`src/rtl/mem_resp_pkg.sv`:
```
`timescale 1ns/1ps
`default_nettype none
// ============================================================================
// mem_resp_pkg : shared states, op encoding and default sizes for mem_responder
// Revision     : 1.0
// ============================================================================
package mem_resp_pkg;

    localparam int c_DEF_LINES  = 8;
    localparam int c_DEF_ADDR_W = 22;

    typedef enum logic [1:0] {
        IDLE    = 2'd0,
        LOOKUP  = 2'd1,
        BM_WAIT = 2'd2,
        RESP    = 2'd3
    } state_t;

    typedef enum logic {
        OP_RD = 1'b0,
        OP_WR = 1'b1
    } op_t;

endpackage
`default_nettype wire

```
`src/rtl/mem_tag_array.sv`:
```
`timescale 1ns/1ps
`default_nettype none
// ============================================================================
// mem_tag_array : direct-mapped valid/tag/data store, one read and one write
//                 port; present only when MEM_RESP_CACHE_EN is defined
// Revision      : 1.0
// ============================================================================
`ifdef MEM_RESP_CACHE_EN
module mem_tag_array #(
    parameter int LINES  = 8,
    parameter int IDX_W  = $clog2(LINES),
    parameter int TAG_W  = 19,
    parameter int DATA_W = 32
) (
    input  logic              clk,
    input  logic              rst_n,
    input  logic [IDX_W-1:0]  i_rd_idx,
    output logic              o_rd_valid,
    output logic [TAG_W-1:0]  o_rd_tag,
    output logic [DATA_W-1:0] o_rd_data,
    input  logic              i_wr_en,
    input  logic [IDX_W-1:0]  i_wr_idx,
    input  logic [TAG_W-1:0]  i_wr_tag,
    input  logic [DATA_W-1:0] i_wr_data
);

    logic [LINES-1:0]  r_valid;
    logic [TAG_W-1:0]  r_tag  [LINES];
    logic [DATA_W-1:0] r_data [LINES];

    // Only the valid bits need reset; tag/data are qualified by them.
    always_ff @(posedge clk or negedge rst_n) begin
        if (!rst_n) begin
            r_valid <= '0;
        end else if (i_wr_en) begin
            r_valid[i_wr_idx] <= 1'b1;
        end
    end

    always_ff @(posedge clk) begin
        if (i_wr_en) begin
            r_tag[i_wr_idx]  <= i_wr_tag;
            r_data[i_wr_idx] <= i_wr_data;
        end
    end

    assign o_rd_valid = r_valid[i_rd_idx];
    assign o_rd_tag   = r_tag[i_rd_idx];
    assign o_rd_data  = r_data[i_rd_idx];

endmodule
`endif
`default_nettype wire

```
`src/rtl/mem_responder.sv`:
```
`timescale 1ns/1ps
`default_nettype none
// ============================================================================
// mem_responder : MEM-stage responder with optional direct-mapped write-through
//                 cache (enabled by MEM_RESP_CACHE_EN) in front of backing memory
// Revision      : 1.0
// ============================================================================
module mem_responder
    import mem_resp_pkg::*;
#(
    parameter int LINES  = c_DEF_LINES,
    parameter int ADDR_W = c_DEF_ADDR_W
) (
    input  logic              clk,
    input  logic              rst_n,
    input  logic              re,
    input  logic              we,
    input  logic [ADDR_W-1:0] addr,
    input  logic [31:0]       mem_data,
    output logic [31:0]       mem_result,
    output logic              cache_hit,
    output logic              busy,
    output logic              bm_req,
    output logic              bm_we,
    output logic [ADDR_W-1:0] bm_addr,
    output logic [31:0]       bm_wdata,
    input  logic [31:0]       bm_rdata,
    input  logic              bm_ack
);

    localparam int c_IDX_W = $clog2(LINES);
    localparam int c_TAG_W = ADDR_W - c_IDX_W;

    state_t            r_state;
    state_t            w_state_nxt;
    logic [ADDR_W-1:0] r_addr;
    logic [31:0]       r_data;
    op_t               r_op;
    logic [31:0]       r_result;
    logic              w_lookup_hit;
    logic [31:0]       w_line_data;

`ifdef MEM_RESP_CACHE_EN
    logic               w_line_valid;
    logic [c_TAG_W-1:0] w_line_tag;
    logic               w_tag_match;
    logic               w_fill_en;
    logic [31:0]        w_fill_data;

    assign w_tag_match  = w_line_valid && (w_line_tag == r_addr[ADDR_W-1:c_IDX_W]);
    assign w_lookup_hit = (r_op == OP_RD) && w_tag_match;
    // Reads allocate; writes only refresh a line already holding this address.
    assign w_fill_en    = (r_state == BM_WAIT) && bm_ack && ((r_op == OP_RD) || w_tag_match);
    assign w_fill_data  = (r_op == OP_RD) ? bm_rdata : r_data;

    mem_tag_array #(
        .LINES  (LINES),
        .IDX_W  (c_IDX_W),
        .TAG_W  (c_TAG_W),
        .DATA_W (32)
    ) u_tag_array (
        .clk        (clk),
        .rst_n      (rst_n),
        .i_rd_idx   (r_addr[c_IDX_W-1:0]),
        .o_rd_valid (w_line_valid),
        .o_rd_tag   (w_line_tag),
        .o_rd_data  (w_line_data),
        .i_wr_en    (w_fill_en),
        .i_wr_idx   (r_addr[c_IDX_W-1:0]),
        .i_wr_tag   (r_addr[ADDR_W-1:c_IDX_W]),
        .i_wr_data  (w_fill_data)
    );
`else
    assign w_lookup_hit = 1'b0;
    assign w_line_data  = '0;
`endif

    always_ff @(posedge clk or negedge rst_n) begin
        if (!rst_n) begin
            r_state <= IDLE;
        end else begin
            r_state <= w_state_nxt;
        end
    end

    always_comb begin
        w_state_nxt = r_state;
        unique case (r_state)
            IDLE:    if (re || we) w_state_nxt = LOOKUP;
            LOOKUP:  w_state_nxt = w_lookup_hit ? RESP : BM_WAIT;
            BM_WAIT: if (bm_ack) w_state_nxt = RESP;
            RESP:    w_state_nxt = IDLE;
            default: w_state_nxt = IDLE;
        endcase
    end

    always_comb begin
        busy      = (r_state != IDLE);
        cache_hit = (r_state == RESP);
        bm_req    = (r_state == BM_WAIT);
        bm_we     = (r_state == BM_WAIT) && (r_op == OP_WR);
    end

    // Request is captured once at acceptance, so the bm_* fields stay stable in BM_WAIT.
    always_ff @(posedge clk or negedge rst_n) begin
        if (!rst_n) begin
            r_addr   <= '0;
            r_data   <= '0;
            r_op     <= OP_RD;
            r_result <= '0;
        end else begin
            if ((r_state == IDLE) && (re || we)) begin
                r_addr <= addr;
                r_data <= mem_data;
                r_op   <= we ? OP_WR : OP_RD;
            end
            if ((r_state == LOOKUP) && w_lookup_hit) begin
                r_result <= w_line_data;
            end else if ((r_state == BM_WAIT) && bm_ack && (r_op == OP_RD)) begin
                r_result <= bm_rdata;
            end
        end
    end

    assign mem_result = r_result;
    assign bm_addr    = r_addr;
    assign bm_wdata   = r_data;

endmodule
`default_nettype wire

```
`config.mk`:
```
export PLATFORM = sky130hd
export DESIGN_NAME = mem_responder
export DESIGN_NICKNAME = d
export VERILOG_FILES = /design/src/rtl/mem_resp_pkg.sv /design/src/rtl/mem_tag_array.sv /design/src/rtl/mem_responder.sv
export SDC_FILE = /design/constraint.sdc
export NUM_CORES = 1
export LEC_CHECK = 0
export ABC_CLOCK_PERIOD_IN_PS = 3690
export CORE_MARGIN = 1
export CORE_UTILIZATION = 42
export DETAILED_ROUTE_END_ITERATION = 16
export PLACE_DENSITY = 0.85
export SYNTH_ARGS = -nofsm -noshare
export SYNTH_HDL_FRONTEND = slang
export SYNTH_SLANG_ARGS = --single-unit
```
`constraint.sdc`:
```
create_clock -name clk -period 3.69 [get_ports clk]
set_input_delay 0.369 -clock clk [delete_from_list [all_inputs] [get_ports clk]]
set_output_delay 0.369 -clock clk [all_outputs]
set_load 0.005 [all_outputs]
```
==> Flow_metrics.wiki <==
{| class="wikitable"
! Metric !! Value
|-
| Result of the run || finished, final reports clean
|-
| Largest net degree at the start of global routing || 65
|-
| Starting density of the core || 43.7%
|-
| Detailed-routing iteration count for the pre-antenna-repair pass || 4
|-
| Number of antenna-violating nets in the routed design || 0
|-
| Post_cts resized || 0
|-
| Number of warnings printed during yosys synthesis || 0
|-
| RSZ-0062 raised after global routing || no
|-
| Class of the tightest hold or removal check || in -> async
|-
| Worst stage delay on the critical path || 0.45 ns
|-
| Remaining global-route overflow || 0
|-
| Internal power || 0.00320 W
|-
| DR vias || 2349
|-
| Top delay family on crit path || buffers and inverters
|-
| Psw || between 0.001 and 0.0015 W
|-
| Net switching share of the total power || 27.2%
|-
| Largest area contributor in the synthesized netlist || dfrtp_1
|-
| Standard-cell row count || 32
|-
| Setup CP Type || reg -> out
|-
| Total Die Area || 8490 µm²
|-
| Worst EP arrival || 1.71 ns
|-
| Cell count of the worst reg-to-reg path || 5
|-
| Vert. Die Dim || 92.1 µm
|-
| Comb power frac || 47.1%
|-
| Post-layout minimum cycle time || 2.08 ns
|-
| Post-route clock skew || 0.0144 ns
|-
| Maximum fanout count along the critical path || 4
|-
| Num ports || 181
|-
| Area Overhead vs Synth || 60.9%
|-
| Crit path launch type || register
|-
| Global-route wire length before repair || 11.8 mm
|-
| Total CTS buffers || 9
|-
| Post-detailed-route wirelength per cell || approximately 15 µm
|-
| Aggregate negative setup slack || 0 ns
|-
| Maximum buffer depth of the clock tree || 2
|-
| Upper clock frequency limit || roughly 480 MHz
|-
| Worst path slowest cell || clkdlybuf4s50_1
|-
| Cell Chain, Critical Path || inv_1 -> ha_1 -> inv_1 -> clkdlybuf4s50_1
|-
| Violation count after the first detailed-route iteration || 60
|-
| Synth top cells by count || dfrtp_1, mux2_2, ha_1
|-
| Antenna violations before repair || 0
|-
| Post-CTS Setup Bufs || 0
|-
| Net count after synthesis || 298
|-
| Clock root buffer || clkbuf_8
|-
| Part of the total power dissipated in sequential elements || 39.3%
|-
| Cell Area, Synth || 3410 µm²
|-
| Final slew viol count || 0
|-
| Share of synthesized registers carrying an async set or reset || 100%
|-
| Share of the synthesized area in the top cell type || 65.3%
|-
| Maximum Capacitance Violations || 0
|-
| Count of endpoints failing setup in the final report || 0
|-
| Global-route usage over all layers || around 18%
|-
| Kind of capture point of the worst setup path || primary output
|-
| Sequential fraction of the synthesis area || 65.3%
|-
| Fin nets || 484
|-
| CTS tree || built
|-
| CTS Hold Buffers Added || 0
|-
| Number of hold violations in the final report || 0
|-
| Clock latency on the worst-skew pair || 0.35 ns
|-
| Fraction of final layout cells sized beyond drive strength 1 || 26.5%
|-
| RD Place Congestion || 0.713
|-
| Post-route clock period utilization || 56.4%
|-
| Diodes inserted || 0
|-
| Endpoint of the worst-slack reg-to-reg timing path || bm_wdata[5]
|-
| Yosys cell types || 15
|-
| IO buf count || 180
|-
| H-tree lvl count || 3
|-
| Utilization after layout || 70.3%
|-
| Least-Margin Pin Slew || ~0.83 ns
|-
| Number of sinks on the clock net || 89
|-
| Post-synthesis cell count || 202
|-
| Flop-to-flop setup slack || 1.78 ns
|-
| Clock network power share || between 10% and 20%
|-
| Worst vdd ir || 0.000365 V
|-
| Most frequent cell after synthesis || dfrtp_1
|-
| Hpwl dp || 5.73 mm
|-
| Number of buffers and inverters on the critical path || 3
|-
| Reg2reg start || r_state[1]
|-
| Width of the chip || 92.1 µm
|-
| LEAKAGE || approximately 2.3 nW
|-
| Biggest area contributors in the synthesized netlist || dfrtp_1, mux2_2, ha_1, mux2_1, buf_6
|-
| Number of remaining DRC errors || 0
|-
| Number of enable flip-flop cells after synthesis || 0
|-
| Core Area || 7810 µm²
|-
| Slew Limit Headroom || 44.2%
|-
| Via/cell ratio || 4.75
|-
| Top flip-flop cell by instance count after synthesis || dfrtp_1
|-
| Via count of the first global-routing pass || 2451
|-
| Count of state elements after synthesis || 89
|-
| Clock slew seen by the registers of the worst setup and hold paths || roughly 0.09 ns
|-
| Mean area per synthesized cell || 16.9 µm²
|-
| Most common cell type on the critical path || inv_1
|-
| Critical path required time || 3.32 ns
|-
| PwrDens || approximately 800 nW/µm²
|-
| DRT Wirelength || between 7 and 8 mm
|}
[how the worst max path moves through the flow]
stage / start / slack [ns] / depth (start not counted) / endpoint
6_report: r_state[0] / 1.61 / 4 / busy
5_1_grt: r_state[0] / 1.52 / 4 / bm_we
4_1_cts: r_state[0] / 1.59 / 4 / busy
3_5_place_dp: we / 1.30 / 4 / bm_wdata[5]
3_3_place_gp: we / 1.36 / 4 / bm_addr[4]
2_1_floorplan: r_state[0] / 2.19 / 5 / bm_wdata[10]
[layout make-up]
type	instances	area, µm²
Fill cell	561	2320
Sequential cell	89	2230
Timing Repair Buffer	183	1830
Multi-Input combinational cell	101	1110
Clock buffer	10	138
Tap cell	102	128
Clock inverter	6	41.3
Inverter	4	15.0
[logic make-up after synthesis]
logic type      after synthesis  share of synthesized area (%)
compound gates                3                          0.917
fa+ha+maj                     5                           1.83
buf+inv                      12                           2.31
flops                        89                           65.3
mux                          87                           28.7
simple gates                  6                          0.954
[placed cells by master, fill, tap and decap left out]
master,instances
a21oi_1,1
and2_1,1
buf_12,1
buf_4,3
clkbuf_8,10
clkdlybuf4s50_1,179
clkinv_2,2
clkinvlp_4,3
dfrtp_1,89
ha_1,5
inv_1,4
inv_6,1
mux2_1,4
mux2_2,83
nand2_1,3
nand3b_1,1
nor3b_1,1
o21ai_4,1
o32a_1,1
[power groups by stage]
stage | logic (W) | registers, W | clock network (W)
3_3_place_gp | 0.00205 | 0.00172 | 0
4_1_cts | 0.00211 | 0.00173 | 0.000622
5_1_grt | 0.00222 | 0.00179 | 0.000662
3_5_place_dp | 0.00210 | 0.00175 | 0
2_1_floorplan | 0.000800 | 0.00177 | 0
6_report | 0.00207 | 0.00173 | 0.000601
[metal layers]
metal	vias to the layer above	track usage [%]	wire length, µm
met3	13	5.31	612
met2	109	31.0	3850
met4	0	6.64	121
met1	1149	21.2	2950
met5	-	0	0
li1	1078	-	-
[metrics by stage]
stage | worst slack, ns | hold slack [ns] | power (W) | std cells | area [µm²]
after floorplan | 2.19 | 0.0734 | 0.00257 | 202 | 3410
after global placement | 1.36 | 0.476 | 0.00377 | 479 | 5310
after detailed placement | 1.30 | 0.489 | 0.00385 | 479 | 5310
after CTS | 1.59 | 0.113 | 0.00446 | 495 | 5490
after global routing | 1.52 | 0.155 | 0.00468 | 495 | 5490
final | 1.61 | 0.0980 | 0.00440 | 495 | 5490
[registers in the layout, summed over array words and instances (netlist names)]
register,cells
bm_wdata,32
mem_result,32
bm_addr,22
r_state,2
r_op,1
Note: power is estimated with default switching activity, not from simulation.
